==> src/rtl/gpiomem_pkg.sv <==
// Shared types and address map constants for the GPIO/data memory arbiter.
package gpiomem_pkg;

    typedef enum logic [1:0] {IDLE, ACCESS, RESP} state_t;

    localparam int unsigned GPIO_RO_LO = 503;
    localparam int unsigned GPIO_RO_HI = 505;
    localparam int unsigned LED_BASE   = 506;
    localparam int unsigned DIGIT_BASE = 508;

    typedef logic [8:0] addr_t;
    typedef logic [7:0] byte_t;

endpackage

==> src/rtl/gpiomem_arbiter_rr_pick.sv <==
// Combinational round-robin picker: first eligible index at or after start, wrapping.
module rr_pick #(
    parameter int unsigned N     = 3,
    parameter int unsigned IDX_W = 2
) (
    input  logic [N-1:0]     eligible,
    input  logic [IDX_W-1:0] start,
    output logic [IDX_W-1:0] winner,
    output logic             valid
);

    always_comb begin
        logic [IDX_W:0] k;
        k      = '0;
        winner = '0;
        valid  = 1'b0;
        for (int unsigned i = 0; i < N; i++) begin
            k = {1'b0, start} + (IDX_W + 1)'(i);
            if (k >= (IDX_W + 1)'(N)) begin
                k = k - (IDX_W + 1)'(N);
            end
            if (!valid && eligible[k[IDX_W-1:0]]) begin
                valid  = 1'b1;
                winner = k[IDX_W-1:0];
            end
        end
    end

endmodule

==> src/rtl/gpiomem_arbiter.sv <==
// Round-robin req/ack arbiter for the single byte-wide GPIO/data memory port,
// with a read-only MMIO window and bounded locked sequences for RMW.
module gpiomem_arbiter
    import gpiomem_pkg::*;
#(
    parameter int unsigned NUM_REQ  = 3,
    parameter int unsigned ADDR_W   = 9,
    parameter int unsigned DATA_W   = 8,
    parameter int unsigned RO_LO    = GPIO_RO_LO,
    parameter int unsigned RO_HI    = GPIO_RO_HI,
    parameter int unsigned MAX_LOCK = 4,
    localparam int unsigned GID_W   = (NUM_REQ > 1) ? $clog2(NUM_REQ) : 1
) (
    input  logic                        clk,
    input  logic                        reset,
    input  logic [NUM_REQ-1:0]          req,
    input  logic [NUM_REQ-1:0]          we,
    input  logic [NUM_REQ-1:0]          lock,
    input  logic [NUM_REQ*ADDR_W-1:0]   addr,
    input  logic [NUM_REQ*DATA_W-1:0]   wdata,
    output logic [NUM_REQ-1:0]          ack,
    output logic [NUM_REQ-1:0]          err,
    output logic [DATA_W-1:0]           rdata,
    output logic                        busy,
    output logic [GID_W-1:0]            grant_id,
    output logic                        mem_rw,
    output logic [ADDR_W-1:0]           mem_addr,
    output logic [DATA_W-1:0]           mem_wdata,
    input  logic [DATA_W-1:0]           mem_rdata
);

    localparam int unsigned CNT_W = $clog2(MAX_LOCK) + 1;

    state_t             state, state_nx;
    logic [GID_W-1:0]   gid;
    logic [CNT_W-1:0]   lock_cnt, cnt_nx;
    logic               lat_we;
    logic               ro_hit;
    logic               hold;
    logic [NUM_REQ-1:0] eligible;
    logic [GID_W-1:0]   start;
    logic [GID_W-1:0]   pick_w, grant_w;
    logic               pick_v, grant_v;

    // mem_addr/mem_wdata are the request latch itself, so they hold outside ACCESS.
    assign ro_hit   = (mem_addr >= ADDR_W'(RO_LO)) && (mem_addr <= ADDR_W'(RO_HI));
    assign mem_rw   = (state == ACCESS) && lat_we && !ro_hit;
    assign busy     = (state != IDLE);
    assign grant_id = gid;

    always_comb begin
        start    = (gid == GID_W'(NUM_REQ - 1)) ? '0 : gid + 1'b1;
        hold     = (state == RESP) && req[gid] && lock[gid] &&
                   (lock_cnt < CNT_W'(MAX_LOCK - 1));
        eligible = req;
        if (state == RESP) begin
            eligible[gid] = 1'b0;
        end
    end

    rr_pick #(
        .N     (NUM_REQ),
        .IDX_W (GID_W)
    ) u_pick (
        .eligible (eligible),
        .start    (start),
        .winner   (pick_w),
        .valid    (pick_v)
    );

    // A locked requester under its limit keeps the port ahead of round-robin;
    // at the limit it is masked, but re-granted if nobody else is waiting.
    always_comb begin
        state_nx = state;
        grant_v  = 1'b0;
        grant_w  = pick_w;
        cnt_nx   = '0;
        case (state)
            IDLE: begin
                if (pick_v) begin
                    grant_v  = 1'b1;
                    state_nx = ACCESS;
                end
            end
            ACCESS: state_nx = RESP;
            RESP: begin
                state_nx = IDLE;
                if (hold) begin
                    grant_v = 1'b1;
                    grant_w = gid;
                    cnt_nx  = lock_cnt + 1'b1;
                end else if (pick_v) begin
                    grant_v = 1'b1;
                end else if (req[gid] && lock[gid]) begin
                    grant_v = 1'b1;
                    grant_w = gid;
                end
                if (grant_v) begin
                    state_nx = ACCESS;
                end
            end
            default: state_nx = IDLE;
        endcase
    end

    always_ff @(posedge clk or posedge reset) begin
        if (reset) begin
            state     <= IDLE;
            gid       <= GID_W'(NUM_REQ - 1);
            lock_cnt  <= '0;
            lat_we    <= 1'b0;
            mem_addr  <= '0;
            mem_wdata <= '0;
            ack       <= '0;
            err       <= '0;
            rdata     <= '0;
        end else begin
            state <= state_nx;
            ack   <= '0;
            err   <= '0;
            if (state == ACCESS) begin
                ack[gid] <= 1'b1;
                err[gid] <= lat_we && ro_hit;
                rdata    <= mem_rdata;
            end
            if (grant_v) begin
                gid       <= grant_w;
                lock_cnt  <= cnt_nx;
                lat_we    <= we[grant_w];
                mem_addr  <= addr[int'(grant_w) * ADDR_W +: ADDR_W];
                mem_wdata <= wdata[int'(grant_w) * DATA_W +: DATA_W];
            end
        end
    end

endmodule

==> config.mk <==
export PLATFORM = sky130hd
export DESIGN_NAME = gpiomem_arbiter
export DESIGN_NICKNAME = d
export VERILOG_FILES = /design/src/rtl/gpiomem_pkg.sv /design/src/rtl/gpiomem_arbiter_rr_pick.sv /design/src/rtl/gpiomem_arbiter.sv
export SDC_FILE = /design/constraint.sdc
export NUM_CORES = 1
export LEC_CHECK = 0
export BUFFER_PORTS_ARGS = -buffer_cell sky130_fd_sc_hd__buf_4
export CORE_UTILIZATION = 29
export DETAILED_ROUTE_END_ITERATION = 16
export PLACE_DENSITY = 0.58
export SYNTH_ARGS = -nofsm -noshare
export SYNTH_HDL_FRONTEND = slang
export SYNTH_SLANG_ARGS = --single-unit
==> constraint.sdc <==
create_clock -name clk -period 2.44 [get_ports clk]
set_clock_uncertainty 0.05 [all_clocks]
set_input_delay 0.488 -clock clk [delete_from_list [all_inputs] [get_ports clk]]
set_output_delay 0.488 -clock clk [all_outputs]
set_load 0.01 [all_outputs]
==> impl_metrics.csv <==
group,metric,value,unit
synth,synth_fa_ha_area_share,0.554,%
synth,ys_warn_count,0,
synth,synthMuxAreaShare,8.92,%
pwr,power_frac_seq,30.7,%
synth,synth-main-ff-cell,"dfrtp_1",
synth,synth.cell_area,2260,sq um
routing,drt_iter0_drc,92,
synth,synth-seq-cells,39,
grt,grt_max_degree,40,
routing,post_drt_wl_per_cell,13.7,microns
pwr,power_frac_clock,14.1,%
cts,cts-root-buf,"clkbuf_8",
routing,num_vias,2131,
grt,grt_pass1_wl,9770,microns
worst_setup_path,crit_family,"simple AND/OR/NAND/NOR gates",
worst_setup_path,max_stage_delay,0.46,ns
synth,synth_nets,307,
worst_setup_path,path_buf_inv,1,
floorplan,initial_core_util,30.5,%
floorplan,ios,105,
sta,tightest_slew,0.492,ns
floorplan,dieArea,8140,sq um
placed_design,portBuffers,104,
synth,synthXorXnorAreaFrac,0,%
worst_setup_path,criticalPathCategory,"flop to output pin",
cells_and_area,antenna_cells,0,
sta,final-hold-violation-count,0,
synth,synth_top_family_by_area,"simple AND/OR/NAND/NOR gates",
sta,grt_setup_unrepaired,"false",
placed_design,dp_hpwl,4520,microns
routing,vias_per_cell,4.84,
synth,synth_edf_count,0,
routing,drt-pass1-iter-count,4,
sta,slew_headroom,67.2,%
placed_design,finalWeightedCongestion,0.845,
cts,cts_tree,"done",
worst_setup_path,endpoint_kind,"output pin",
grt,grt_pass1_vias,1993,
synth,netlist_instances,236,
synth,postSynth.asyncResetShare,100,%
cts,htreeDepth,2,
worst_setup_path,crit_path_start_kind,"flop",
pwr,leakage,1.61,nW
worst_setup_path,crit_fanout,4,
grt,gr-usage-all-layers,14.8,%
cts,numCtsBuffers,5,
pwr,pwr_density_cell,1160,nW/um^2
worst_setup_path,cp.required,1.90,ns
grt,antenna_found_initial,0,
sta,period_needed,2.35,ns
cts,ctsHoldBuffers,0,
synth,synth_area_per_cell,9.57,sq um
worst_setup_path,cpMaxStageDelayCell,"or3b_2",
sta,fmax,425,MHz
pwr,max-vdd-ir-drop,0.000461,V
worst_setup_path,crit_chain,"or3b_2 > a211oi_1 > nor2_1 > buf_4",
cts,clockBufferDepth,2,
worst_setup_path,crit_arrival,1.81,ns
routing,drc,0,
pwr,power.switching,0.00154,W
run,cap_violations,0,
cts,clk_latency,0.29,ns
synth,synth.distinct_cells,48,
synth,ys_seq_area_share,43.3,%
synth,synth-simple-area-share,22.3,%
sta,finalSetupViolations,0,
hold_path,hp-class,"input pin to asynchronous set/reset pin",
floorplan,rows,31,
cts,cts_sinks,39,
sta,finalSetupTns,0,ns
cells_and_area,drive_above_1_share,42.5,%
pwr,combPwrFrac,55.2,%
cells_and_area,syn2layout_area_growth,44.8,%
floorplan,die_x,90.2,microns
grt,grt_overflow,0,
floorplan,die_h,90.2,microns
synth,synth_compound_area_share,18.8,%
sta,period_share,96.4,%
cts,cts.clk_slew.worst_paths,0.08,ns
floorplan,core_area,7410,sq um
pwr,netSwitchingFraction,40.5,%
routing,final_antenna_net_count,0,
sta,drv_slew,0,
pwr,p_int,0.00226,W
sta,setup_slack,0.0882,ns
routing,drt_wl_total,6040,microns
pwr,power.total,0.00379,W
outcome,run_status,"completed",
cells_and_area,nets,411,
cells_and_area,fillers,730,
placed_design,dp_slack,0.118,ns
## cell families after synthesis
logic type | count (synthesis)
buffers and inverters | 22
adders and majority gates | 1
muxes | 20
AOI/OAI and AO/OA | 49
DFF | 39
and+or+nand+nor | 105
## layer usage
metal	track usage [%]	share of wire, %	up-vias
met5	0	0	-
met4	3.23	0.56	0
met3	4.48	6.7	5
met2	24.6	48	77
met1	18.8	45	1004
li1	-	-	1045
## final timing paths
kind,endpoint,cells past startpoint,from,slack [ns]
max in group asynchronous,grant_id[1]$_DFFE_PP1P_,3,reset,1.71
worst min register to register,rdata[4]$_DFFE_PP0P_,2,rdata[4]$_DFFE_PP0P_,0.43
worst min-delay path,rdata[0]$_DFFE_PP0P_,3,reset,0.26
worst max register to register,mem_addr[3]$_DFFE_PP0P_,7,grant_id[1]$_DFFE_PP1P_,0.17
min in group clk,rdata[4]$_DFFE_PP0P_,3,mem_rdata[4],0.34
worst max-delay path,mem_rw,4,mem_addr[2]$_DFFE_PP0P_,0.09
## layout make-up
cell class                      count  area [sq um]  area share (%)
Inverter                            6          22.5           0.689
Clock buffer                        5          68.8            2.10
Sequential cell                    39           977            29.9
Multi-Input combinational cell    175          1150            35.1
Tap cell                           99           124            3.79
Clock inverter                      3          43.8            1.34
Timing Repair Buffer              113           886            27.1
## flip-flops by register name (all words and copies together), names as in the netlist
signal	cells
mem_addr	9
rdata	8
lat_we	1
ack	3
state	2
mem_wdata	8
lock_cnt	3
err	3
grant_id	2
## synthesized netlist by cell type, types with 2 or more instances
cell / n / area, sq um
nand3_1: 3 / 15.0
dfrtp_1: 38 / 951
a21oi_1: 7 / 35.0
nand2_1: 35 / 131
inv_1: 6 / 22.5
nor2b_1: 2 / 12.5
a211oi_1: 10 / 75.1
a31oi_1: 3 / 18.8
nor3_1: 20 / 100
or2_2: 2 / 12.5
o21ai_0: 4 / 20.0
nand2b_1: 2 / 12.5
clkbuf_1: 2 / 7.51
buf_2: 8 / 40.0
buf_4: 2 / 15.0
buf_6: 3 / 33.8
a211oi_2: 10 / 125
nor2_1: 31 / 116
mux2i_1: 19 / 190
## power groups by stage
stage	clock (W)	combinational (W)	sequential (W)
4_1_cts	0.000555	0.00211	0.00116
5_1_grt	0.000580	0.00228	0.00121
2_1_floorplan	0	0.00125	0.00122
3_5_place_dp	0	0.00210	0.00118
6_report	0.000535	0.00209	0.00116
3_3_place_gp	0	0.00207	0.00117
## tightest hold or removal path, cell delays in order
cell and delay (ns):
buf_4 0.11, inv_1 0.04, buf_4 0.41
## cell usage in the layout, fill, tap and decap left out, types with 6 or more instances in the layout
master    instances
dfrtp_1          38
inv_1             6
mux2i_1          19
buf_4           110
nand2_1          35
a211oi_1         10
nor2_1           31
a21oi_1           7
a211oi_2         10
nor3_1           20
## what timing repair did
action | 4_1_cts | 5_1_grt
setup buffers | 0 | 0
gates resized for setup | 0 | 3
setup endpoints to repair | 0 | 18
## metrics by stage
step                      hold WS [ns]  cells  instance area (sq um)  utilization, %
after floorplan                  0.459    236                   2260               -
after global placement           0.411    432                   3150            42.5
after detailed placement         0.418    432                   3150            42.5
after CTS                        0.281    440                   3260            44.1
after global routing             0.321    440                   3270            44.1
final                            0.263    440                   3270            44.1
Power figures use the tool's default switching activity.
